[config.mk]
export PLATFORM = sky130hd
export DESIGN_NAME = xpll
export DESIGN_NICKNAME = d
export VERILOG_FILES = /design/src/rtl/xpll.sv
export SDC_FILE = /design/constraint.sdc
export NUM_CORES = 1
export LEC_CHECK = 0
export BUFFER_PORTS_ARGS = -buffer_cell sky130_fd_sc_hd__buf_2
export CELL_PAD_IN_SITES_DETAIL_PLACEMENT = 1
export CELL_PAD_IN_SITES_GLOBAL_PLACEMENT = 2
export CORE_AREA = 2 2 48 50
export DETAILED_ROUTE_END_ITERATION = 6
export DIE_AREA = 0 0 50 52
export GPL_ROUTABILITY_DRIVEN = 1
export HOLD_SLACK_MARGIN = 0.05
export PLACE_DENSITY_LB_ADDON = 0.1
export SLEW_MARGIN = 20
export SYNTH_ARGS = -nofsm -noshare
export SYNTH_HDL_FRONTEND = slang
export SYNTH_SLANG_ARGS = --single-unit
[constraint.sdc]
create_clock -name PLL_CLK_IN -period 1.44 [get_ports PLL_CLK_IN]
set_input_delay 0.072 -clock PLL_CLK_IN [delete_from_list [all_inputs] [get_ports PLL_CLK_IN]]
set_output_delay 0.072 -clock PLL_CLK_IN [all_outputs]
set_load 0.005 [all_outputs]
[src/rtl/xpll.sv]
// rtl/xpll.sv - soft PLL: lock timer, glitch-free fast-clock gate, even-ratio divider
// Everything runs off PLL_CLK_IN; the gate enable is the only falling-edge flop.
module xpll #(
  parameter int DIV_RATIO   = 4,
  parameter int LOCK_CYCLES = 256
) (
  input  logic PLL_CLK_IN,
  input  logic PLL_RST,
  output logic PLL_CLK_OUT,
  output logic PLL_CLK_DIV,
  output logic PLL_CLK_LOCKED
);

  localparam int CW = ($clog2(LOCK_CYCLES) < 1) ? 1 : $clog2(LOCK_CYCLES);
  localparam int PW = ($clog2(DIV_RATIO) < 1) ? 1 : $clog2(DIV_RATIO);
  localparam logic [CW-1:0] LOCK_LAST = CW'(LOCK_CYCLES - 1);
  localparam logic [PW-1:0] P_LAST    = PW'(DIV_RATIO - 1);
  localparam logic [PW-1:0] P_HALF    = PW'(DIV_RATIO / 2);

  if (DIV_RATIO < 2 || DIV_RATIO > 16 || (DIV_RATIO % 2) != 0) begin : g_bad_div
    $error("xpll: DIV_RATIO must be even and within 2..16");
  end
  if (LOCK_CYCLES < 2 || LOCK_CYCLES > 65536) begin : g_bad_lock
    $error("xpll: LOCK_CYCLES must be within 2..65536");
  end

  logic [CW-1:0] lock_cnt;
  logic          locked;
  logic [PW-1:0] p;
  logic          div;
  logic          en_n;

  // Counter stops at LOCK_LAST once lock is reached, so it never wraps.
  always_ff @(posedge PLL_CLK_IN) begin
    if (PLL_RST) begin
      lock_cnt <= '0;
      locked   <= 1'b0;
    end else if (!locked) begin
      if (lock_cnt == LOCK_LAST) begin
        locked <= 1'b1;
      end else begin
        lock_cnt <= lock_cnt + CW'(1);
      end
    end
  end

  always_ff @(posedge PLL_CLK_IN) begin
    if (PLL_RST || !locked) begin
      p   <= '0;
      div <= 1'b0;
    end else begin
      div <= (p < P_HALF);
      p   <= (p == P_LAST) ? '0 : p + PW'(1);
    end
  end

  // Sampling on the falling edge means the enable only changes while the
  // reference is low, so the AND gate can only pass whole high phases.
  always_ff @(negedge PLL_CLK_IN) begin
    en_n <= locked;
  end

  assign PLL_CLK_OUT    = PLL_CLK_IN & en_n;
  assign PLL_CLK_DIV    = div;
  assign PLL_CLK_LOCKED = locked;

endmodule

== Yosys cells after proc, flatten, opt, wreduce, memory -nomap -nowiden ==
Index checks and enable logic that the tools add are counted.
Operators by class
  $add $sub $neg: 2
  multiplexer cells: 2
  equality and inequality tests: 2
  reduce and logical (&&, ||, !) cells: 4
  $lt $le $gt $ge: 1
  bitwise operators: 3
Operators with widths (number)
  $add 8x1->8 const B: 1
  $eq 8x8->1 const B: 1
  $add 2x1->2 const B: 1
  $eq 2x2->1 const B: 1
  $lt 2x2->1 const B: 1
  $mux 1: 2
  $not 1->1: 2
  $reduce_and 2->1: 1
  $reduce_or 2->1: 1
  $and 1x1->1: 1
  $logic_not 1->1: 1
  $logic_or 1x1->1: 1
Storage, ports and cells
  output and inout port bits: 3
  word-level logic and storage cells: 19
  register bits: 13

== Longest topological paths before layout ==
  word-level depth: 3
  mapped depth: 4
  depth with buffers taken out: 4

==> results_tabular.tex <==
\begin{tabular}{lr}
\hline
Metric & Value \\
\hline
\multicolumn{2}{l}{\textbf{Run status}} \\
Status & finished, violations left \\
Failing checks & setup timing \\
\multicolumn{2}{l}{\textbf{Finish}} \\
Antenna Cells & 0 \\
Share of final-layout standard cells stronger than drive strength 1 & 35.00\% \\
Layout fillers & $\sim$250 \\
Finished Layout Cells & 108 \\
Number of nets in the final layout & 85 \\
Synth-to-Final Area Change & 28.78\% \\
\multicolumn{2}{l}{\textbf{Power}} \\
Cell-internal power & about 0.58 mW \\
Proportion of power drawn by combinational gates & 5.7\% \\
Power density relative to cell area & 966.9 nW/um2 \\
Fraction of power spent switching nets & around a quarter \\
Net Switching & 0.1790 mW \\
Proportion of power drawn by flip-flops and latches & 48.8\% \\
Leakage & 0.3396 nW \\
Peak supply drop & 0.0004147 V \\
Clock power frac & roughly 46\% \\
\multicolumn{2}{l}{\textbf{Global routing}} \\
First-pass GRT wire length & between 2 and 2.5 mm \\
Initial antenna violation count & 0 \\
Maximum number of pins on one net before global-route repair & 16 \\
Residual overflow from global routing & 0 \\
Overall routing resource usage & 14.15\% \\
Number of global-route vias before repair & about 540 \\
\multicolumn{2}{l}{\textbf{Setup path}} \\
Critical Path Start & en\_n\$\_DFF\_N\_ \\
Critical path capture point type & output port \\
Category of the worst setup path launch point & register \\
R2r setup slk & 0.05 ns \\
Reg2Reg Depth & 4 \\
Startpoint of the worst register-to-register path & lock\_cnt[0]\$\_SDFFE\_PP0P\_ \\
Worst setup path category & register to output port \\
Crit path DAT & 1.70 ns \\
Terminus of the critical flop-to-flop path & lock\_cnt[5]\$\_SDFFE\_PP0P\_ \\
Required time at the worst-slack endpoint & 1.37 ns \\
Crit-path max FO & 1 \\
\multicolumn{2}{l}{\textbf{Synthesis}} \\
Netlist cell types & 30 \\
Cell area after synthesis & around 610 um2 \\
Gate count of the mapped netlist & 61 \\
Synth area leaders & sky130\_fd\_sc\_hd\_\_dfxtp\_1, sky130\_fd\_sc\_hd\_\_mux2\_4, sky130\_fd\_sc\_hd\_\_ha\_1 \\
Cell type with the highest aggregate area in the netlist & sky130\_fd\_sc\_hd\_\_dfxtp\_1 \\
Portion of the post-synthesis area used by sequential elements & about 42\% \\
Most used flip-flop cell after synthesis & sky130\_fd\_sc\_hd\_\_dfxtp\_1 \\
Yosys top cell area share & 42.45\% \\
Number of enable flip-flop cells after synthesis & 0 \\
Average cell area after synthesis & $\sim$10 um2 \\
Net count after synthesis & 65 \\
Proportion of register bits with asynchronous set or reset after synthesis & 0\% \\
Flip-flop and latch count after synthesis & 13 \\
Number of warnings issued by yosys & 0 \\
\multicolumn{2}{l}{\textbf{Clock tree}} \\
Post-CTS setup repair buffer count & 0 \\
Worst-Skew Late Latency & 0.46 ns \\
CTS clk-pin slew, worst paths & 0.08 ns \\
Clock tree from TritonCTS & yes \\
\multicolumn{2}{l}{\textbf{Timing}} \\
Worst slew margin & 81.56\% \\
Worst Max-Slew Pin Slew & 0.2766 ns \\
Number of endpoints with negative hold slack in the final report & 0 \\
Final setup violation count & 2 \\
PnR worst setup slack & -0.3336 ns \\
Total count of max-transition violations in the final report & 0 \\
Clk\_skew & about 0.064 ns \\
Setup repair after global routing missed its margin & true \\
\multicolumn{2}{l}{\textbf{Hold path}} \\
Worst hold path startpoint & p[1]\$\_SDFF\_PP0\_ \\
Worst Hold Path EP & PLL\_CLK\_DIV\$\_SDFF\_PP0\_ \\
Type of the worst min-delay path & register to register \\
Instance count along the most critical hold path & 1 \\
\multicolumn{2}{l}{\textbf{Drt}} \\
Vias & about 510 \\
Initial DRC Count & 1 \\
Antenna-violating nets left & 0 \\
Wirelength, routed & roughly 1.4 mm \\
Iteration count of the initial detailed-routing pass & 3 \\
Total DRC errors in the routed layout & 0 \\
Via/cell ratio & 4.685 \\
Routed len/inst & 12.66 um \\
\multicolumn{2}{l}{\textbf{Place}} \\
Number of buffers added on ports & 4 \\
Worst slack, placed & 0.01102 ns \\
Cell count after placement & 100 \\
GPL Wtd Cong & 0.6456 \\
HPWL reported at the end of detailed placement & 945.8 um \\
\multicolumn{2}{l}{\textbf{Floorplan}} \\
Horizontal die dimension & 50 um \\
Total die area & 2600 um2 \\
Core area & 2106 um2 \\
Initial Utilization & between 20 and 30\% \\
Number of ports placed on the die boundary & 5 \\
Die height & between 50 and 60 um \\
Number of placement rows & 17 \\
\multicolumn{2}{l}{\textbf{Job}} \\
MaxCap Viol Count & 0 \\
\hline
\end{tabular}
-- flip-flops by register name, indices dropped and copies added (netlist names) --
signal,cells
PLL_CLK_DIV,1
p,2
en_n,1
lock_cnt,8
PLL_CLK_LOCKED,1
-- cells in the mapped netlist (2+ instances only) --
master and instances:
sky130_fd_sc_hd__dfxtp_1 13, sky130_fd_sc_hd__nor2_1 6, sky130_fd_sc_hd__a21oi_1 4, sky130_fd_sc_hd__inv_1 4
sky130_fd_sc_hd__mux2_4 3, sky130_fd_sc_hd__nand2_1 3, sky130_fd_sc_hd__nor2b_1 3, sky130_fd_sc_hd__ha_1 2
sky130_fd_sc_hd__nor3_1 2
-- timing repair --
action	4_1_cts	5_1_grt
hold endpoints to repair	2	0
gates resized for setup	0	4
pin swaps	1	1
hold buffers	1	0
setup endpoints to repair	3	7
-- cell usage in the layout (no fill, tap or decap), types with 2 or more instances in the layout --
cell type,count
sky130_fd_sc_hd__a21oi_1,3
sky130_fd_sc_hd__a21oi_2,2
sky130_fd_sc_hd__buf_2,4
sky130_fd_sc_hd__buf_4,9
sky130_fd_sc_hd__clkbuf_4,6
sky130_fd_sc_hd__dfxtp_1,13
sky130_fd_sc_hd__ha_1,2
sky130_fd_sc_hd__inv_1,5
sky130_fd_sc_hd__mux2_4,3
sky130_fd_sc_hd__nand2_1,3
sky130_fd_sc_hd__nor2_1,6
sky130_fd_sc_hd__nor2b_1,3
sky130_fd_sc_hd__nor3_1,2
-- layer usage --
metal | share of wire, % | GRT usage, % | vias up
met5 | 0 | 0 | -
met4 | 4.8 | 15.74 | 0
met3 | 3.4 | 6.322 | 7
met2 | 45 | 20.39 | 8
met1 | 47 | 14.36 | 233
li1 | - | - | 258
-- area by class of cell --
type / count / area, um2 / share of cell area, %
inverters: 3 / 11.26 / 1.426
well taps: 28 / 35.03 / 4.437
multi-input cells: 42 / 332.8 / 42.16
flip-flops and latches: 13 / 260.3 / 32.96
clock inverters: 2 / 7.507 / 0.9509
repair buffers: 13 / 92.59 / 11.73
clock buffers: 7 / 50.05 / 6.339
-- power groups by stage --
| stage | Clock, mW | Combinational [mW] | Sequential [mW] |
|---|---|---|---|
| finish | 0.348 | 0.0432 | 0.372 |
| global route | 0.410 | 0.0495 | 0.374 |
| CTS | 0.373 | 0.0444 | 0.372 |
| detailed placement | 0.00869 | 0.0423 | 0.380 |
| global placement | 0.00869 | 0.0421 | 0.380 |
| floorplan | 0.00869 | 0.0214 | 0.381 |
-- critical path, stage by stage, from the launching register on --
cell                      delay [ns]
sky130_fd_sc_hd__dfxtp_1        0.28
sky130_fd_sc_hd__and2_1         0.12
sky130_fd_sc_hd__buf_2          0.12
-- cell families after synthesis --
group	count (synthesis)	share of synthesized area (%)
buffers and inverters	6	4.897
multiplexers	5	10.82
AND/OR/NAND/NOR	24	22.25
adder cells (fa/ha/maj)	2	4.081
flip-flops	13	42.45
AO/OA/AOI/OAI	11	15.51
-- worst max path at each step --
stage,depth (start not counted),to,slack [ns]
2_1_floorplan,4,lock_cnt[5]$_SDFFE_PP0P_,0.02
3_3_place_gp,4,lock_cnt[5]$_SDFFE_PP0P_,0.03
3_5_place_dp,4,lock_cnt[5]$_SDFFE_PP0P_,0.01
4_1_cts,2,PLL_CLK_OUT,-0.36
5_1_grt,2,PLL_CLK_OUT,-0.40
6_report,2,PLL_CLK_OUT,-0.33
-- metrics by stage --
| step | util [%] | cell area, um2 | setup TNS, ns | power, mW | hold slack, ns |
|---|---|---|---|---|---|
| after global routing | 37.49 | 789.5 | -0.4020 | 0.8333 | 0.4404 |
| after global placement | 34.22 | 720.7 | 0 | 0.4308 | 0.2618 |
| after detailed placement | 34.22 | 720.7 | 0 | 0.4314 | 0.2618 |
| final | 37.49 | 789.5 | -0.3336 | 0.7634 | 0.4252 |
| after CTS | 37.02 | 779.5 | -0.3614 | 0.7900 | 0.4255 |
| after floorplan | - | 613.1 | 0 | 0.4110 | 0.1879 |
Note: power is estimated with default switching activity, not from simulation.
